--- src/rtl/mem_access_pkg.sv ---
// Shared types and helpers for the load/store initiator.
package mem_access_pkg;

  typedef enum logic [1:0] {
    SZ_BYTE = 2'b00,
    SZ_HALF = 2'b01,
    SZ_WORD = 2'b10,
    SZ_ILL  = 2'b11
  } size_e;

  typedef enum logic [2:0] {
    IDLE  = 3'd0,
    READ  = 3'd1,
    CAPT  = 3'd2,
    WRITE = 3'd3,
    RESP  = 3'd4
  } state_e;

  // True when the access cannot be performed: illegal size or misaligned lane.
  function automatic logic misaligned(size_e size, logic [1:0] lane);
    case (size)
      SZ_HALF: return lane[0];
      SZ_WORD: return lane != 2'b00;
      SZ_ILL:  return 1'b1;
      default: return 1'b0;
    endcase
  endfunction

endpackage

--- src/rtl/mem_access_unit_if.sv ---
// Request/response handshake between the execute stage and the load/store unit.
interface mem_access_unit_if #(
  parameter int N = 5,
  parameter int W = 32
);
  logic         req_valid;
  logic         req_ready;
  logic         req_write;
  logic [1:0]   req_size;
  logic         req_unsigned;
  logic [N+1:0] req_addr;
  logic [W-1:0] req_wdata;
  logic         resp_valid;
  logic [W-1:0] resp_rdata;
  logic         resp_error;

  modport master (
    output req_valid, req_write, req_size, req_unsigned, req_addr, req_wdata,
    input  req_ready, resp_valid, resp_rdata, resp_error
  );

  modport slave (
    input  req_valid, req_write, req_size, req_unsigned, req_addr, req_wdata,
    output req_ready, resp_valid, resp_rdata, resp_error
  );
endinterface

--- src/rtl/mem_lane_unit.sv ---
// Little-endian lane logic: load extract/extend and store read-modify-write merge.
module mem_lane_unit
  import mem_access_pkg::*;
#(
  parameter int W = 32
) (
  input  logic [W-1:0] word,
  input  logic [1:0]   lane,
  input  size_e        size,
  input  logic         is_unsigned,
  input  logic [W-1:0] wdata,
  output logic [W-1:0] load_data,
  output logic [W-1:0] merged
);

  logic [7:0]  byte_val;
  logic [15:0] half_val;

  always_comb begin
    byte_val  = word[8*lane +: 8];
    half_val  = word[16*lane[1] +: 16];
    load_data = word;
    merged    = word;
    case (size)
      SZ_BYTE: begin
        load_data = is_unsigned ? {24'b0, byte_val} : {{24{byte_val[7]}}, byte_val};
        merged[8*lane +: 8] = wdata[7:0];
      end
      SZ_HALF: begin
        load_data = is_unsigned ? {16'b0, half_val} : {{16{half_val[15]}}, half_val};
        merged[16*lane[1] +: 16] = wdata[15:0];
      end
      default: ;
    endcase
  end

endmodule

--- src/rtl/mem_access_unit.sv ---
// Load/store initiator in front of a word-addressed data_memory with a registered read port.
// state | meaning: IDLE accept | READ MemRead pulse | CAPT extract/merge | WRITE MemWrite pulse | RESP response
module mem_access_unit
  import mem_access_pkg::*;
#(
  parameter int W = 32,
  parameter int N = 5
) (
  input  logic               clk,
  input  logic               rst,
  mem_access_unit_if.slave   bus,
  output logic               MemRead,
  output logic               MemWrite,
  output logic [N-1:0]       address,
  output logic [W-1:0]       write_data,
  input  logic [W-1:0]       read_data
);

  state_e       state;
  logic         req_ready;
  logic         resp_valid;
  logic         resp_error;
  logic [W-1:0] resp_rdata;
  logic         lat_write;
  size_e        lat_size;
  logic         lat_unsigned;
  logic [1:0]   lat_lane;
  logic [W-1:0] lat_wdata;
  logic [W-1:0] load_data;
  logic [W-1:0] merged;
  size_e        in_size;

  assign in_size        = size_e'(bus.req_size);
  assign bus.req_ready  = req_ready;
  assign bus.resp_valid = resp_valid;
  assign bus.resp_error = resp_error;
  assign bus.resp_rdata = resp_rdata;

  mem_lane_unit #(.W(W)) u_lane (
    .word        (read_data),
    .lane        (lat_lane),
    .size        (lat_size),
    .is_unsigned (lat_unsigned),
    .wdata       (lat_wdata),
    .load_data   (load_data),
    .merged      (merged)
  );

  always_ff @(posedge clk or negedge rst) begin
    if (!rst) begin
      state        <= IDLE;
      req_ready    <= 1'b0;
      resp_valid   <= 1'b0;
      resp_error   <= 1'b0;
      resp_rdata   <= '0;
      MemRead      <= 1'b0;
      MemWrite     <= 1'b0;
      address      <= '0;
      write_data   <= '0;
      lat_write    <= 1'b0;
      lat_size     <= SZ_BYTE;
      lat_unsigned <= 1'b0;
      lat_lane     <= 2'b00;
      lat_wdata    <= '0;
    end else begin
      case (state)
        IDLE: begin
          if (bus.req_valid && req_ready) begin
            req_ready    <= 1'b0;
            lat_write    <= bus.req_write;
            lat_size     <= in_size;
            lat_unsigned <= bus.req_unsigned;
            lat_lane     <= bus.req_addr[1:0];
            lat_wdata    <= bus.req_wdata;
            address      <= bus.req_addr[N+1:2];
            if (misaligned(in_size, bus.req_addr[1:0])) begin
              resp_valid <= 1'b1;
              resp_error <= 1'b1;
              resp_rdata <= '0;
              state      <= RESP;
            end else if (bus.req_write && in_size == SZ_WORD) begin
              write_data <= bus.req_wdata;
              MemWrite   <= 1'b1;
              state      <= WRITE;
            end else begin
              // Loads and sub-word stores both need the current word first.
              MemRead <= 1'b1;
              state   <= READ;
            end
          end else begin
            req_ready <= 1'b1;
          end
        end
        READ: begin
          MemRead <= 1'b0;
          state   <= CAPT;
        end
        CAPT: begin
          if (lat_write) begin
            write_data <= merged;
            MemWrite   <= 1'b1;
            state      <= WRITE;
          end else begin
            resp_rdata <= load_data;
            resp_valid <= 1'b1;
            state      <= RESP;
          end
        end
        WRITE: begin
          MemWrite   <= 1'b0;
          resp_valid <= 1'b1;
          resp_rdata <= '0;
          state      <= RESP;
        end
        RESP: begin
          resp_valid <= 1'b0;
          resp_error <= 1'b0;
          resp_rdata <= '0;
          req_ready  <= 1'b1;
          state      <= IDLE;
        end
        default: state <= IDLE;
      endcase
    end
  end

endmodule

--- src/flat_wrapper.sv ---
// flat-port wrapper written by rule: the top's interface ports become plain ports
module mem_access_unit_flat import mem_access_pkg::*;
#(
  parameter int W = 32,
  parameter int N = 5
)
  (clk, rst, MemRead, MemWrite, address, write_data, read_data, bus_req_valid, bus_req_write, bus_req_size, bus_req_unsigned, bus_req_addr, bus_req_wdata, bus_req_ready, bus_resp_valid, bus_resp_rdata, bus_resp_error);
  mem_access_unit_if #(.N(N), .W(W)) bus_i ();
  input  logic clk;
  input  logic rst;
  output logic MemRead;
  output logic MemWrite;
  output logic [N-1:0] address;
  output logic [W-1:0] write_data;
  input  logic [W-1:0] read_data;
  input wire logic [$bits(bus_i.req_valid)-1:0] bus_req_valid;
  input wire logic [$bits(bus_i.req_write)-1:0] bus_req_write;
  input wire logic [$bits(bus_i.req_size)-1:0] bus_req_size;
  input wire logic [$bits(bus_i.req_unsigned)-1:0] bus_req_unsigned;
  input wire logic [$bits(bus_i.req_addr)-1:0] bus_req_addr;
  input wire logic [$bits(bus_i.req_wdata)-1:0] bus_req_wdata;
  output wire logic [$bits(bus_i.req_ready)-1:0] bus_req_ready;
  output wire logic [$bits(bus_i.resp_valid)-1:0] bus_resp_valid;
  output wire logic [$bits(bus_i.resp_rdata)-1:0] bus_resp_rdata;
  output wire logic [$bits(bus_i.resp_error)-1:0] bus_resp_error;
  assign bus_i.req_valid = bus_req_valid;
  assign bus_i.req_write = bus_req_write;
  assign bus_i.req_size = bus_req_size;
  assign bus_i.req_unsigned = bus_req_unsigned;
  assign bus_i.req_addr = bus_req_addr;
  assign bus_i.req_wdata = bus_req_wdata;
  assign bus_req_ready = bus_i.req_ready;
  assign bus_resp_valid = bus_i.resp_valid;
  assign bus_resp_rdata = bus_i.resp_rdata;
  assign bus_resp_error = bus_i.resp_error;
  mem_access_unit #(.W(W), .N(N)) u_core (.clk(clk), .rst(rst), .bus(bus_i), .MemRead(MemRead), .MemWrite(MemWrite), .address(address), .write_data(write_data), .read_data(read_data));
endmodule
--- config.mk ---
export PLATFORM = sky130hd
export DESIGN_NAME = mem_access_unit_flat
export DESIGN_NICKNAME = d
export VERILOG_FILES = /design/src/rtl/mem_access_pkg.sv /design/src/rtl/mem_access_unit_if.sv /design/src/rtl/mem_lane_unit.sv /design/src/rtl/mem_access_unit.sv /design/src/flat_wrapper.sv
export SDC_FILE = /design/constraint.sdc
export NUM_CORES = 1
export LEC_CHECK = 0
export BUFFER_PORTS_ARGS = -buffer_cell sky130_fd_sc_hd__buf_2
export CORE_MARGIN = 2
export CORE_UTILIZATION = 61
export CTS_BUF_LIST = sky130_fd_sc_hd__clkbuf_4 sky130_fd_sc_hd__clkbuf_8
export CTS_CLUSTER_DIAMETER = 40
export DETAILED_ROUTE_END_ITERATION = 16
export GPL_ROUTABILITY_DRIVEN = 1
export PLACE_DENSITY = 0.95
export REMOVE_ABC_BUFFERS = 1
export SLEW_MARGIN = 15
export SYNTH_ARGS = -nofsm -noshare
export SYNTH_HDL_FRONTEND = slang
export SYNTH_HIERARCHICAL = 1
export SYNTH_SLANG_ARGS = --single-unit
--- constraint.sdc ---
create_clock -name clk -period 6.8 [get_ports clk]
set_input_delay 1.36 -clock clk [delete_from_list [all_inputs] [get_ports clk]]
set_output_delay 1.36 -clock clk [all_outputs]
set_load 0.005 [all_outputs]
## Word-level counts from Yosys, hierarchy flattened

Cells that the tools add are included.

| cells by class | value |
|---|---|
| add/subtract/negate cells | 2 |
| eq/ne operators | 15 |
| shift-type cells | 6 |
| multiplexer cells | 39 |
| reductions and logical operators | 19 |

Operator list:

| kind | number |
|---|---|
| 2-to-1 mux 32 bit | 9 |
| one-hot mux 32 bit (2 select lines) | 3 |
| one-hot mux 32 bit (3 select lines) | 1 |
| negation 5 -> 34 bit | 2 |
| bitwise mux 32 bit | 2 |
| variable shift 16 x 34 -> 32 bit, first input constant | 1 |
| variable shift 8 x 34 -> 32 bit, first input constant | 1 |
| indexed part select 16 x 34 -> 32 bit | 1 |
| indexed part select 8 x 34 -> 32 bit | 1 |
| indexed part select 32 x 6 -> 16 bit | 1 |
| indexed part select 32 x 6 -> 8 bit | 1 |
| 2-to-1 mux 1 bit | 13 |
| one-hot mux 3 bit (4 select lines) | 1 |
| AND reduction 4 bit | 3 |
| AND reduction 5 bit | 2 |
| 2-to-1 mux 3 bit | 3 |
| != test 2 x 1 -> 1 bit, second input constant | 4 |
| nonzero test 2 bit | 4 |
| equality test 3 x 2 -> 1 bit, second input constant | 2 |
| != test 2 bit, second input constant | 3 |
| one-hot mux 1 bit (2 select lines) | 3 |
| one-hot mux 1 bit (3 select lines) | 2 |
| nonzero test 3 bit | 2 |
| equality test 2 x 1 -> 1 bit, second input constant | 2 |
| other kinds (12) | 14 |

| word-level totals | value |
|---|---|
| register bits after elaboration | 99 |
| input bits | 78 |
| output and inout bits | 74 |
| logic and storage cells | 95 |

## Longest topological paths before layout

| logic depth | value |
|---|---|
| depth after elaboration | 7 |
| depth in mapped cells | 10 |
| mapped depth without buffers | 7 |

## Hierarchy

Netlist, hierarchy kept.

Modules (own cells, without submodules):

| module | times used | cells an instance | area an instance (sq um) | sequential area each (sq um) |
|---|---|---|---|---|
| mem_access_unit | 1 | 417 | 5058.6 | 2877.8 |
| mem_lane_unit | 1 | 247 | 1754.2 | 0.0 |

## Worst setup path before layout

OpenSTA, ideal clock, no wires.

| path | value |
|---|---|
| kind | input to register |
| start point | input read_data[31] |
| end point | register u_core.resp_rdata[8] (netlist: u_core/bus.resp_rdata[8]) |
| library setup time | 0.124 ns |
| data arrival time | 2.374 ns |
| data required time | 6.676 ns |
| path slack | 4.302 ns |
| stages on the path | 6 |
| buffers on the path | 1 |
| cells stage by stage | mux2_2 > a22oi_2 > buf_2 > o221ai_1 > nand2_1 > mux2i_1 |

| on the way | value |
|---|---|
| word-level cells in the longest chain between the ends | 5 |

RTL lines:

| item | line | text |
|---|---|---|
| start: declaration | flat_wrapper.sv:15 | `input logic [W-1:0] read_data;` |
| indexed part select 32 x 6 -> 8 bit | mem_lane_unit.sv:20 | `byte_val = word[8*lane +: 8];` |
| 2-to-1 mux 32 bit | mem_lane_unit.sv:26 | `load_data = is_unsigned ? {24'b0, byte_val} : {{24{byte_val[7]}}, byte_val};` |
| one-hot mux 32 bit (2 select lines) | mem_lane_unit.sv:24 | `case (size)` |
| net u_core.load_data[8] | mem_access_unit.sv:29 | `logic [W-1:0] load_data;` |
| 2-to-1 mux 32 bit | mem_access_unit.sv:99 | `if (lat_write) begin` |
| one-hot mux 32 bit (3 select lines) | mem_access_unit.sv:66 | `case (state)` |
| end signal: assignment | mem_access_unit.sv:104 | `resp_rdata <= load_data;` |
| end: declaration | mem_access_unit.sv:23 | `logic [W-1:0] resp_rdata;` |

The timed path passes the listed nets, and every way through them passes these cells. The select of a mux whose other input is x is not followed.
A chain may end at the register's enable or synchronous reset.

## Final worst setup path

Same ends and word-level chain as after synthesis.

==> results.yml <==
grt:
  grt_pass1_vias: 5404
  antenna_found_initial: 0
  grt_usage: 0.304
  gr-total-overflow: 0
  grt_max_degree: 66
  grt_first_pass_wirelength_mm: 26.9
floorplan:
  num_rows: 36
  die_h_um: 105
  core-area_um2: 9860
  start_util: 0.632
  fp.dieW_um: 105
  ioPinCount: 152
  die_area_um2: 11000
placed_design:
  dp_cells: 866
  dp_hpwl_mm: 11.9
  portBuffers: 151
  place.gp.congestion: 0.868
worst_setup_path:
  cp_max_fo: 25
  path_cells: "buf_2, mux2_2, a22oi_2, o221ai_1, nand2_1, mux2i_1"
  cp.required_ns: 7.02
  slowest_delay_ns: 0.91
  critPathLaunchType: "primary input"
  critPathCaptureType: "flip-flop"
  cp_slowest_cell: "a22oi_2"
  path_class: "in -> reg"
  cp.arrival_ns: 3.15
logic_synthesis:
  yosys_warnings: 6
  synthesis.instances: 632
  syn_avg_cell_area_um2: 9.86
  syn_area_um2: 6230
clock_network:
  cts_hold_buf: 0
  clock_latency_ns: 0.36
  path_clk_slew_ns: 0.09
  cts_made_buffers: 9
  h-tree-depth: 3
  clk_path_buf_depth: 2
  clock_sinks: 99
  tritoncts: "yes"
  cts_root_buf: "clkbuf_8"
  cts_setup_buffers: 0
  cts_resized: 0
timing:
  rsz0062_at_grt: "false"
  setup_viol: 0
  period_share: 0.430
  finalHoldViolations: 0
  slew_viol_final: 0
  finClkSkew_ns: 0.0106
  slew_headroom: 0.264
  tightest_slew_ns: 1.10
  whs_ns: 0.512
  tns_ns: 0
  period_needed_ns: 2.93
  fmax_ghz: 0.342
routing:
  ant_nets: 0
  wl_per_cell_um: 19.3
  vias: 5621
  drt_wl_total_mm: 17.0
  drt_iter0_markers: 586
  route.detailed.drc: 0
  viasPerCell: 6.38
  dr.pass1.iters: 6
final_layout:
  final_common_cell: "buf_2"
  final_cell_mix: "150 x buf_2, 99 x dfrtp_1, 71 x mux2i_1"
  n_fill_cell: 775
  layout-drive-gt1-share: 0.295
  n_antenna_cell: 0
  multi_input_area_um2: 3250
  stdcell_count: 881
  area_delta_synth_final_pct: 14.0
  fin_nets: 827
  ff_latch_area_um2: 2480
power_and_ir_drop:
  power.density_nw_per_um2: 458
  ir_worst_vdd_v: 0.000299
  p_leak_nw: 3.22
outcome:
  outcome: "finished, final reports clean"
min_path:
  hold_class: "reg -> reg"
flow_run:
  cap_violations: 0
[routing by layer]
| layer | global-route usage | routed length (um) |
|---|---|---|
| met2 | 0.497 | 8200 |
| met5 | 0 | 0 |
| met3 | 0.0430 | 1330 |
| met4 | 0.130 | 498 |
| met1 | 0.404 | 6960 |
[metrics by stage]
| step | total power, W | worst slack, ns | cell area (um^2) | util |
|---|---|---|---|---|
| 2_1_floorplan | 0.00223 | 1.59 | 5880 | - |
| 3_3_place_gp | 0.00275 | 3.65 | 6890 | 0.699 |
| 3_5_place_dp | 0.00282 | 3.59 | 6890 | 0.699 |
| 4_1_cts | 0.00323 | 3.97 | 7100 | 0.720 |
| 5_1_grt | 0.00346 | 3.73 | 7110 | 0.720 |
| 6_report | 0.00325 | 3.87 | 7110 | 0.720 |
[where the power goes]
group	internal, W	leakage (nW)	switching, W
combinational	0.000790	1.89	0.000993
clock	0.000199	0.105	0.000202
sequential	0.000851	1.23	0.000220
total	0.00184	3.22	0.00141
[final timing paths]
path	from	endpoint	cells after the start	slack [ns]
setup / recovery	read_data[31]	u_core/bus.resp_rdata[8]$_DFFE_PN0P_	6	3.87
setup reg to reg	u_core/lat_lane[1]$_DFFE_PN0P_	u_core/write_data[10]$_DFFE_PN0P_	8	3.88
max in group asynchronous	rst	u_core/write_data[9]$_DFFE_PN0P_	2	4.71
hold / removal	u_core/address[3]$_DFFE_PN0P_	u_core/address[3]$_DFFE_PN0P_	1	0.51
min in group asynchronous	rst	u_core/bus.resp_rdata[16]$_DFFE_PN0P_	1	1.00
hold reg to reg	u_core/address[3]$_DFFE_PN0P_	u_core/address[3]$_DFFE_PN0P_	1	0.51
[flip-flops by register name (all words and copies together), names as in the netlist]
register / cells
u_core/MemWrite: 1
u_core/lat_unsigned: 1
u_core/lat_write: 1
u_core/lat_lane: 2
u_core/MemRead: 1
u_core/bus.resp_valid: 1
u_core/lat_size: 2
u_core/write_data: 32
u_core/bus.resp_error: 1
u_core/bus.resp_rdata: 32
u_core/lat_wdata: 16
u_core/state: 3
u_core/bus.req_ready: 1
u_core/address: 5
[critical path, delay by kind of cell]
family                 cells  cell delay, ns
AOI/OAI and AO/OA          2            1.14
muxes                      2            0.41
buffers and inverters      1            0.13
and+or+nand+nor            1            0.11
[final cells by class]
cell class | count | area share
clock inverters | 3 | 0.00652
clock buffers | 12 | 0.0232
flip-flops and latches | 99 | 0.349
repair buffers | 160 | 0.116
inverters | 47 | 0.0248
multi-input cells | 427 | 0.457
well taps | 133 | 0.0234
(Power assumes the default switching activity.)
